===== src/rtl/perf_pkg.sv =====
// Shared FSM type, default parameters and counter slot indices for perf_monitor.
package perf_pkg;

  localparam int          PERF_CNT_W      = 32;
  localparam logic [31:0] PERF_HALT_INST  = 32'hFFFF_FFFF;
  localparam int          PERF_WDOG_LIMIT = 1024;

  // Slot order inside the counter bank; stall slots exist only when stall counting is built.
  localparam int CNT_INST   = 0;
  localparam int CNT_CYCLE  = 1;
  localparam int CNT_HAZARD = 2;
  localparam int CNT_CACHE  = 3;

  typedef enum logic [1:0] {
    IDLE = 2'd0,
    RUN  = 2'd1,
    HALT = 2'd2
  } perf_state_e;

  // Watchdog counter must be able to hold WDOG_LIMIT-1.
  function automatic int wdog_width(input int limit);
    return (limit < 2) ? 1 : $clog2(limit + 1);
  endfunction

endpackage


===== src/rtl/perf_monitor_if.sv =====
// Writeback/stall observation inputs and counter outputs of perf_monitor.
interface perf_monitor_if
  import perf_pkg::*;
#(
  parameter int CNT_W = PERF_CNT_W
);

  logic             retire_valid;
  logic [31:0]      retire_inst;
  logic             hazard_stall;
  logic             cache_stall;
  logic [CNT_W-1:0] inst_count;
  logic [CNT_W-1:0] cycle_count;
  logic [CNT_W-1:0] hazard_stall_count;
  logic [CNT_W-1:0] cache_stall_count;
  logic             stop;
  logic             timeout;

  modport master (
    output retire_valid, retire_inst, hazard_stall, cache_stall,
    input  inst_count, cycle_count, hazard_stall_count, cache_stall_count, stop, timeout
  );

  modport slave (
    input  retire_valid, retire_inst, hazard_stall, cache_stall,
    output inst_count, cycle_count, hazard_stall_count, cache_stall_count, stop, timeout
  );

endinterface


===== src/rtl/perf_monitor_sat_counter.sv =====
// Saturating up-counter with synchronous clear and freeze; sticks at all-ones.
module sat_counter #(
  parameter int WIDTH = 32
) (
  input  logic             clk,
  input  logic             rst,
  input  logic             clr,
  input  logic             inc,
  input  logic             freeze,
  output logic [WIDTH-1:0] count
);

  always_ff @(posedge clk or negedge rst) begin
    if (!rst) begin
      count <= '0;
    end else if (clr) begin
      count <= '0;
    end else if (inc && !freeze && (count != '1)) begin
      count <= count + 1'b1;
    end
  end

endmodule


===== src/rtl/perf_monitor.sv =====
// Retirement-side performance monitor: instruction/cycle/stall counters plus halt detection.
// Optional feature macro: PERF_STALL_CNT_EN builds the hazard/cache stall counters.
module perf_monitor
  import perf_pkg::*;
#(
  parameter int          CNT_W      = PERF_CNT_W,
  parameter logic [31:0] HALT_INST  = PERF_HALT_INST,
  parameter int          WDOG_LIMIT = PERF_WDOG_LIMIT
) (
  input  logic          clk,
  input  logic          rst,
  input  logic          clr,
  perf_monitor_if.slave mon
);

  localparam int              WD_W    = wdog_width(WDOG_LIMIT);
  localparam logic [WD_W-1:0] WD_LAST = WD_W'(WDOG_LIMIT - 1);
`ifdef PERF_STALL_CNT_EN
  localparam int NUM_CNT = 4;
`else
  localparam int NUM_CNT = 2;
`endif

  perf_state_e     state_reg, state_next;
  logic [WD_W-1:0] wdog_reg, wdog_next;
  logic            stop_reg, stop_next;
  logic            timeout_reg, timeout_next;

  logic             inst_inc;
  logic             cycle_inc;
  logic             stall_cycle;
  logic             is_halt_word;
  logic             frozen;
  logic [NUM_CNT-1:0] cnt_inc;
  logic [CNT_W-1:0]   cnt_val [NUM_CNT];

  assign is_halt_word = mon.retire_valid && (mon.retire_inst == HALT_INST);
  assign frozen       = (state_reg == HALT);

  always_comb begin
    state_next   = state_reg;
    wdog_next    = wdog_reg;
    stop_next    = stop_reg;
    timeout_next = timeout_reg;
    inst_inc     = 1'b0;
    cycle_inc    = 1'b0;
    stall_cycle  = 1'b0;
    if (clr) begin
      state_next   = IDLE;
      wdog_next    = '0;
      stop_next    = 1'b0;
      timeout_next = 1'b0;
    end else begin
      case (state_reg)
        IDLE: begin
          // The first retire is itself cycle 1 of the program.
          if (mon.retire_valid) begin
            cycle_inc = 1'b1;
            wdog_next = '0;
            if (is_halt_word) begin
              state_next = HALT;
              stop_next  = 1'b1;
            end else begin
              inst_inc   = 1'b1;
              state_next = RUN;
            end
          end
        end
        RUN: begin
          cycle_inc = 1'b1;
          if (mon.retire_valid) begin
            wdog_next = '0;
            if (is_halt_word) begin
              state_next = HALT;
              stop_next  = 1'b1;
            end else begin
              inst_inc = 1'b1;
            end
          end else begin
            stall_cycle = 1'b1;
            // Halt on the edge where the quiet-cycle count would reach the limit.
            if (wdog_reg == WD_LAST) begin
              state_next   = HALT;
              stop_next    = 1'b1;
              timeout_next = 1'b1;
            end else begin
              wdog_next = wdog_reg + 1'b1;
            end
          end
        end
        HALT: begin
        end
        default: begin
          state_next = IDLE;
        end
      endcase
    end
  end

  always_ff @(posedge clk or negedge rst) begin
    if (!rst) begin
      state_reg   <= IDLE;
      wdog_reg    <= '0;
      stop_reg    <= 1'b0;
      timeout_reg <= 1'b0;
    end else begin
      state_reg   <= state_next;
      wdog_reg    <= wdog_next;
      stop_reg    <= stop_next;
      timeout_reg <= timeout_next;
    end
  end

  assign cnt_inc[CNT_INST]  = inst_inc;
  assign cnt_inc[CNT_CYCLE] = cycle_inc;

`ifdef PERF_STALL_CNT_EN
  // A cycle stalled on both causes is charged to the cache only.
  assign cnt_inc[CNT_CACHE]  = stall_cycle & mon.cache_stall;
  assign cnt_inc[CNT_HAZARD] = stall_cycle & mon.hazard_stall & ~mon.cache_stall;
`else
  logic unused_stall_inputs;
  assign unused_stall_inputs = ^{mon.hazard_stall, mon.cache_stall, stall_cycle};
`endif

  generate
    for (genvar gi = 0; gi < NUM_CNT; gi++) begin : g_cnt
      sat_counter #(
        .WIDTH(CNT_W)
      ) u_cnt (
        .clk   (clk),
        .rst   (rst),
        .clr   (clr),
        .inc   (cnt_inc[gi]),
        .freeze(frozen),
        .count (cnt_val[gi])
      );
    end
  endgenerate

  assign mon.inst_count  = cnt_val[CNT_INST];
  assign mon.cycle_count = cnt_val[CNT_CYCLE];
`ifdef PERF_STALL_CNT_EN
  assign mon.hazard_stall_count = cnt_val[CNT_HAZARD];
  assign mon.cache_stall_count  = cnt_val[CNT_CACHE];
`else
  assign mon.hazard_stall_count = '0;
  assign mon.cache_stall_count  = '0;
`endif
  assign mon.stop    = stop_reg;
  assign mon.timeout = timeout_reg;

endmodule

===== src/flat_wrapper.sv =====
// flat-port wrapper written by rule: the top's interface ports become plain ports
module perf_monitor_flat import perf_pkg::*;
#(
  parameter int          CNT_W      = PERF_CNT_W,
  parameter logic [31:0] HALT_INST  = PERF_HALT_INST,
  parameter int          WDOG_LIMIT = PERF_WDOG_LIMIT
)
  (clk, rst, clr, mon_retire_valid, mon_retire_inst, mon_hazard_stall, mon_cache_stall, mon_inst_count, mon_cycle_count, mon_hazard_stall_count, mon_cache_stall_count, mon_stop, mon_timeout);
  perf_monitor_if #(.CNT_W(CNT_W)) mon_i ();
  input  logic clk;
  input  logic rst;
  input  logic clr;
  input wire logic [$bits(mon_i.retire_valid)-1:0] mon_retire_valid;
  input wire logic [$bits(mon_i.retire_inst)-1:0] mon_retire_inst;
  input wire logic [$bits(mon_i.hazard_stall)-1:0] mon_hazard_stall;
  input wire logic [$bits(mon_i.cache_stall)-1:0] mon_cache_stall;
  output wire logic [$bits(mon_i.inst_count)-1:0] mon_inst_count;
  output wire logic [$bits(mon_i.cycle_count)-1:0] mon_cycle_count;
  output wire logic [$bits(mon_i.hazard_stall_count)-1:0] mon_hazard_stall_count;
  output wire logic [$bits(mon_i.cache_stall_count)-1:0] mon_cache_stall_count;
  output wire logic [$bits(mon_i.stop)-1:0] mon_stop;
  output wire logic [$bits(mon_i.timeout)-1:0] mon_timeout;
  assign mon_i.retire_valid = mon_retire_valid;
  assign mon_i.retire_inst = mon_retire_inst;
  assign mon_i.hazard_stall = mon_hazard_stall;
  assign mon_i.cache_stall = mon_cache_stall;
  assign mon_inst_count = mon_i.inst_count;
  assign mon_cycle_count = mon_i.cycle_count;
  assign mon_hazard_stall_count = mon_i.hazard_stall_count;
  assign mon_cache_stall_count = mon_i.cache_stall_count;
  assign mon_stop = mon_i.stop;
  assign mon_timeout = mon_i.timeout;
  perf_monitor #(.CNT_W(CNT_W), .HALT_INST(HALT_INST), .WDOG_LIMIT(WDOG_LIMIT)) u_core (.clk(clk), .rst(rst), .clr(clr), .mon(mon_i));
endmodule

===== config.mk =====
export PLATFORM = sky130hd
export DESIGN_NAME = perf_monitor_flat
export DESIGN_NICKNAME = d
export VERILOG_FILES = /design/src/rtl/perf_pkg.sv /design/src/rtl/perf_monitor_if.sv /design/src/rtl/perf_monitor_sat_counter.sv /design/src/rtl/perf_monitor.sv /design/src/flat_wrapper.sv
export SDC_FILE = /design/constraint.sdc
export NUM_CORES = 1
export LEC_CHECK = 0
export BUFFER_PORTS_ARGS = -buffer_cell sky130_fd_sc_hd__buf_2
export CORE_MARGIN = 2
export CORE_UTILIZATION = 45
export CTS_CLUSTER_SIZE = 12
export DETAILED_ROUTE_END_ITERATION = 6
export PLACE_DENSITY = 0.76
export SLEW_MARGIN = 15
export SYNTH_ARGS = -nofsm -noshare
export SYNTH_HDL_FRONTEND = slang
export SYNTH_SLANG_ARGS = --single-unit

===== constraint.sdc =====
create_clock -name clk -period 2.4 [get_ports clk]
set_clock_uncertainty 0.2 [all_clocks]
set_input_delay 0.12 -clock clk [delete_from_list [all_inputs] [get_ports clk]]
set_output_delay 0.12 -clock clk [all_outputs]
set_load 0.1 [all_outputs]

==> results of run 1 <==
-- kinds of logic (layout without fill, tap and decap cells) --
group / after synthesis / after routing / share of synthesized area, %
AO/OA/AOI/OAI: 66 / 66 / 8.49
XOR/XNOR: 44 / 44 / 8.14
adder cells (fa/ha/maj): 3 / 3 / 0.793
buffers and inverters: 90 / 169 / 12.3
flip-flops: 79 / 79 / 41.8
multiplexers: 3 / 3 / 0.714
other: 1 / 64 / 0.0792
AND/OR/NAND/NOR: 250 / 250 / 27.7
-- cells in the mapped netlist, drive strengths merged (3+ instances only) --
| cell | n |
|---|---|
| ha | 3 |
| o31ai | 7 |
| and3 | 12 |
| nor2b | 5 |
| mux2 | 3 |
| and2 | 4 |
| inv | 10 |
| or4 | 10 |
| dfrtp | 79 |
| a211oi | 3 |
| nor3 | 12 |
| nand2 | 36 |
| o21ai | 19 |
| buf | 67 |
| xnor2 | 15 |
| nor2 | 70 |
| or3 | 12 |
| and4 | 6 |
| a21oi | 25 |
| nor4 | 9 |
| nand3 | 28 |
| xor2 | 29 |
| clkbuf | 13 |
| nand4 | 38 |
-- power groups by stage --
| stage | logic (mW) | clock network [mW] | registers [mW] |
|---|---|---|---|
| 6_report | 0.646 | 0.985 | 1.35 |
| 5_1_grt | 0.674 | 1.07 | 1.36 |
| 4_1_cts | 0.642 | 1.01 | 1.35 |
| 3_5_place_dp | 0.641 | 0 | 1.38 |
| 3_3_place_gp | 0.636 | 0 | 1.38 |
| 2_1_floorplan | 0.573 | 0 | 1.44 |
-- worst register-to-register path: stages (launching register included) --
cell and delay (ns):
dfrtp_4 0.45, ha_4 0.15, and4_4 0.23, or3b_4 0.40, a2111oi_4 0.36, nand3b_1 0.17, xor2_1 0.20, nor2_1 0.06
-- layer usage --
metal | up-vias | wire [microns] | share of wire [%] | global-route usage (%)
met5 | - | 0 | 0 | 0
met4 | 0 | 225 | 2.0 | 8.35
li1 | 2044 | - | - | -
met2 | 117 | 5640 | 50 | 32.7
met3 | 20 | 540 | 4.8 | 4.41
met1 | 2052 | 4960 | 44 | 25.4
-- stage by stage --
| step | hold WS [ns] | cell area, sq um | setup TNS (ns) | cells |
|---|---|---|---|---|
| floorplan | -0.376 | 5260 | -0.284 | 599 |
| global placement | -0.0507 | 5620 | 0 | 786 |
| detailed placement | -0.0502 | 5620 | 0 | 786 |
| CTS | 0.0361 | 5830 | 0 | 803 |
| global route | 0.0874 | 5960 | -0.136 | 814 |
| finish | 0.0729 | 5960 | 0 | 814 |
-- worst paths after layout --
check                           slack (ns)                      startpoint                               to  cells past startpoint
worst max-delay path                  0.03  u_core.g_cnt[0].u_cnt.count[1]  u_core.g_cnt[0].u_cnt.count[28]                      7
worst min-delay path                  0.07                mon_retire_valid               u_core.wdog_reg[6]                      3
worst max register to register        0.03  u_core.g_cnt[0].u_cnt.count[1]  u_core.g_cnt[0].u_cnt.count[28]                      7
worst min register to register        0.31             u_core.wdog_reg[10]              u_core.wdog_reg[10]                      1
max in group asynchronous             1.29                             rst  u_core.g_cnt[0].u_cnt.count[13]                      3
min in group asynchronous             0.09                             rst  u_core.g_cnt[1].u_cnt.count[27]                      2
-- area by class of cell --
| class | instances | share of cell area (%) |
|---|---|---|
| clock buffer | 9 | 2.08 |
| clock inverter | 7 | 1.24 |
| inverter | 10 | 0.630 |
| multi-input combinational | 430 | 42.6 |
| sequential | 79 | 36.4 |
| tap | 136 | 2.85 |
| timing repair buffer | 143 | 14.1 |
-- repair_timing --
| action | CTS | global route |
|---|---|---|
| setup endpoints to repair | 0 | 24 |
| hold endpoints to repair | 54 | 0 |
| hold buffers | 1 | 0 |
| setup buffers | 0 | 11 |
| gates resized for setup | 0 | 13 |
==> results_dict.tcl, run 1 <==
set metrics [dict create \
    post-route-period-util_pct 98.6 \
    outcome "completed" \
    switching_share_pct 37.0 \
    fmax_mhz 423 \
    layout_common_cells "buf_2, nor2_1, conb_1" \
    slowest_stage "dfrtp_4" \
    arrival_ns 2.37 \
    yosysWarnings 0 \
    drc 0 \
    yosys.area.top_type "dfrtp_1" \
    hold_viol 0 \
    globalplace.congestion 0.879 \
    vias 4233 \
    rsz0062_at_grt "true" \
    io_pins 168 \
    nets 714 \
    async_flop_share_pct 100 \
    wl_per_cell_microns 14.0 \
    crit_path_cell_trace "ha_4, and4_4, or3b_4, a2111oi_4, nand3b_1, xor2_1, nor2_1" \
    worstPathRequired_ns 2.40 \
    largest_reg_flops 64 \
    critPathMaxStageDelay_ns 0.45 \
    overflow 0 \
    chipWidth_microns 107 \
    drv_slew 0 \
    cp.buffers_inverters 0 \
    critical_path_class "register to register" \
    drtPass1Iterations 4 \
    cts_max_path_buffers 2 \
    pwr-share-clk_pct 33.0 \
    ys_ff_latch 79 \
    regArea_sq_mm 0.00217 \
    die_h_microns 107 \
    grt_pass1_wl_mm 18.3 \
    io_buffers 101 \
    final_common_cell "buf_2" \
    tightest_slew_ns 0.739 \
    drt_wl_total_mm 11.4 \
    core_sq_mm 0.0103 \
    hold_class "input pin to register" \
    p_switching_mw 1.10 \
    fin_util_pct 58.0 \
    fillers 887 \
    dominantRegCellSynth "dfrtp_1" \
    post-place-ws_ns 0.0307 \
    fp-row-count 37 \
    grt_use_total_pct 19.9 \
    syn_inst 536 \
    setup_ws_ns 0.0344 \
    clock_latency_ns 0.35 \
    synthDistinctLibCells 48 \
    synth_edf_count 0 \
    grt_pass1_vias 3975 \
    start_util_pct 46.0 \
    die_area_sq_mm 0.0114 \
    antenna_found_initial 0 \
    area_growth_syn_to_layout_pct 26.0 \
    grt_max_degree 73 \
    period_needed_ns 2.37 \
    clkTransAtPathRegs_ns 0.08 \
    critPathLaunchType "register" \
    ys_top_cells_by_area "dfrtp_1, buf_4, nor2_1" \
    hpwl_mm 8.26 \
    worstSetupEndpointType "register" \
    power.density_mw_per_mm2 501 \
    slew_headroom_pct 50.7 \
    drt_iter0_drc 290 \
    power.leakage_nw 2.59 \
    crit_family "simple AND/OR/NAND/NOR gates" \
    diodes 0 \
    drive_gt1_share_pct 37.8 \
    cts.sinks 79 \
    viasPerCell 5.20 \
    yosys.area.top_type_share_pct 41.8 \
    netlist_area_sq_mm 0.00473 \
    p_seq_share_pct 45.3 \
    pwr-share-comb_pct 21.6 \
    internal-power_mw 1.88 \
    synth_area_per_cell_sq_um 8.83 \
    htreeDepth 3 \
    root_buffer "clkbuf_8" \
    ant_nets 0 \
    ir_worst_vdd_v 0.000305 \
    maxCapViolCount 0 \
    yosysSeqAreaShare_pct 41.8 \
    power_mw 2.99 \
    cts_tree "built" \
    crit_fanout 5 \
    cts_made_buffers 9 \
    setup_viol 0 \
    multi_input_area_sq_mm 0.00254 \
]
(Power assumes the default switching activity.)
==> run 2, diff against run 1 <==
--- a/config.mk
+++ b/config.mk
@@ -10,7 +10,7 @@
 export CORE_UTILIZATION = 45
 export CTS_CLUSTER_SIZE = 12
 export DETAILED_ROUTE_END_ITERATION = 6
-export PLACE_DENSITY = 0.76
+export PLACE_DENSITY = 0.73
 export SLEW_MARGIN = 15
 export SYNTH_ARGS = -nofsm -noshare
 export SYNTH_HDL_FRONTEND = slang
==> constraint.sdc (replaced) <==
create_clock -name clk -period 2.8 [get_ports clk]
set_clock_uncertainty 0.2 [all_clocks]
set_input_delay 0.14 -clock clk [delete_from_list [all_inputs] [get_ports clk]]
set_output_delay 0.14 -clock clk [all_outputs]
set_load 0.1 [all_outputs]
==> run 2 against run 1 <==
Effect of this change: global-route usage is 0.068 points higher; critical path depth unchanged; first-iteration DRC count is 5.2% higher; highest routed layer unchanged.
==> results_dict.tcl, run 2 (same netlist as run 1, synthesis figures left out) <==
set metrics [dict create \
    arrival_ns 2.61 \
    cts_max_path_buffers 2 \
    io_pins 168 \
    setup_ws_ns 0.211 \
    busiest_layer "met2" \
    grt_max_degree 80 \
    p_seq_share_pct 43.8 \
    worstSetupEndpointType "register" \
    cts_tree "built" \
    largest_reg_flops 64 \
    final_common_cell "buf_2" \
    fp-row-count 37 \
    power_mw 2.65 \
    cts.sinks 79 \
    met2_usage_pct 32.1 \
    diodes 0 \
    cts_made_buffers 9 \
    use_met3_pct 4.54 \
    placedCellCount 765 \
    worstPathRequired_ns 2.82 \
    slew_headroom_pct 32.7 \
    cp.buffers_inverters 0 \
    drv_slew 0 \
    chipWidth_microns 107 \
    start_util_pct 46.0 \
    fin_cells 782 \
    hold_class "input pin to register" \
    crit_family "simple AND/OR/NAND/NOR gates" \
    wl_per_cell_microns 13.8 \
    grt_pass1_wl_mm 18.6 \
    power.density_mw_per_mm2 485 \
    outcome "completed" \
    post-route-period-util_pct 92.5 \
    viasPerCell 5.23 \
    pwr-share-comb_pct 20.5 \
    critPathMaxStageDelay_ns 0.51 \
    crit_path_cell_trace "ha_1, and4_1, or3b_2, a2111oi_2, nor2b_1, xnor2_1, nor2_1" \
    power.leakage_nw 2.48 \
    grt_pass1_vias 3957 \
    ant_nets 0 \
    layout_common_cells "buf_2, nor2_1, conb_1" \
    post-place-ws_ns 0.246 \
    tns_ns 0 \
    drtPass1Iterations 6 \
    cp.depth 7 \
    overflow 0 \
    crit_fanout 5 \
    holdPathStages 4 \
    period_needed_ns 2.59 \
    vias 4087 \
    critical_path_class "register to register" \
    whs_ns 0.0865 \
    setup_viol 0 \
    p_switching_mw 0.923 \
    ir_worst_vdd_v 0.000292 \
    reg2reg_depth 7 \
    clock_latency_ns 0.36 \
    hpwl_mm 7.72 \
    htreeDepth 3 \
    root_buffer "clkbuf_8" \
    antenna_found_initial 0 \
    io_buffers 101 \
    die_area_sq_mm 0.0114 \
    hold_viol 0 \
    use_met1_pct 26.7 \
    slowest_stage "a2111oi_2" \
    grt_use_total_pct 20.0 \
    fmax_mhz 386 \
    drt_wl_total_mm 10.8 \
    maxCapViolCount 0 \
    drive_gt1_share_pct 27.4 \
    internal-power_mw 1.72 \
    die_h_microns 107 \
    globalplace.congestion 0.845 \
    drt_iter0_drc 305 \
    nets 682 \
    ctsResizeCount 0 \
    tightest_slew_ns 1.01 \
    area_growth_syn_to_layout_pct 15.3 \
    pwr-share-clk_pct 35.8 \
    switching_share_pct 34.9 \
    core_sq_mm 0.0103 \
    clkTransAtPathRegs_ns 0.08 \
    rsz0062_at_grt "false" \
    critPathLaunchType "register" \
    drc 0 \
]
run 2: final cells by class:
cell class / count / area [sq um]
fill: 926 / 4820
multi-input combinational: 430 / 2410
sequential: 79 / 2020
timing repair buffer: 111 / 586
clock buffer: 14 / 193
tap: 136 / 170
inverter: 10 / 37.5
clock inverter: 2 / 35.0
run 2: worst min-delay path, delay by kind of cell:
family          cells  cell delay (ns)
compound gates      1             0.06
simple gates        2             0.25
buf+inv             1             0.14
run 2: routing by layer:
metal / wire [microns] / vias to the layer above
li1: - / 1973
met1: 4840 / 1984
met2: 5230 / 116
met3: 549 / 14
met4: 162 / 0
met5: 0 / -
run 2: worst paths after layout:
path | end | slack (ns) | startpoint
worst max-delay path | u_core.g_cnt[0].u_cnt.count[22] | 0.21 | u_core.g_cnt[0].u_cnt.count[0]
worst min-delay path | u_core.state_reg[0] | 0.09 | mon_retire_valid
worst max register to register | u_core.g_cnt[0].u_cnt.count[22] | 0.21 | u_core.g_cnt[0].u_cnt.count[0]
worst min register to register | u_core.wdog_reg[10] | 0.30 | u_core.wdog_reg[10]
max in group asynchronous | u_core.g_cnt[1].u_cnt.count[29] | 1.38 | rst
min in group asynchronous | u_core.g_cnt[1].u_cnt.count[19] | 0.29 | rst
run 2: metrics by stage:
stage	util [%]	area [sq um]
6_report	53.1	5450
4_1_cts	53.1	5450
5_1_grt	53.1	5450
3_3_place_gp	50.8	5220
3_5_place_dp	50.8	5220
2_1_floorplan	-	5010
run 2: power by group through the flow:
stage	clock, mW	sequential, mW	combinational [mW]
after global placement	0	1.18	0.539
after CTS	0.961	1.16	0.543
final	0.947	1.16	0.542
after detailed placement	0	1.18	0.542
after global routing	1.02	1.16	0.566
after floorplan	0	1.23	0.490
run 2: timing repair:
item	4_1_cts	5_1_grt
buffers inserted	0	0
hold buffers	1	0
hold endpoints to repair	79	0
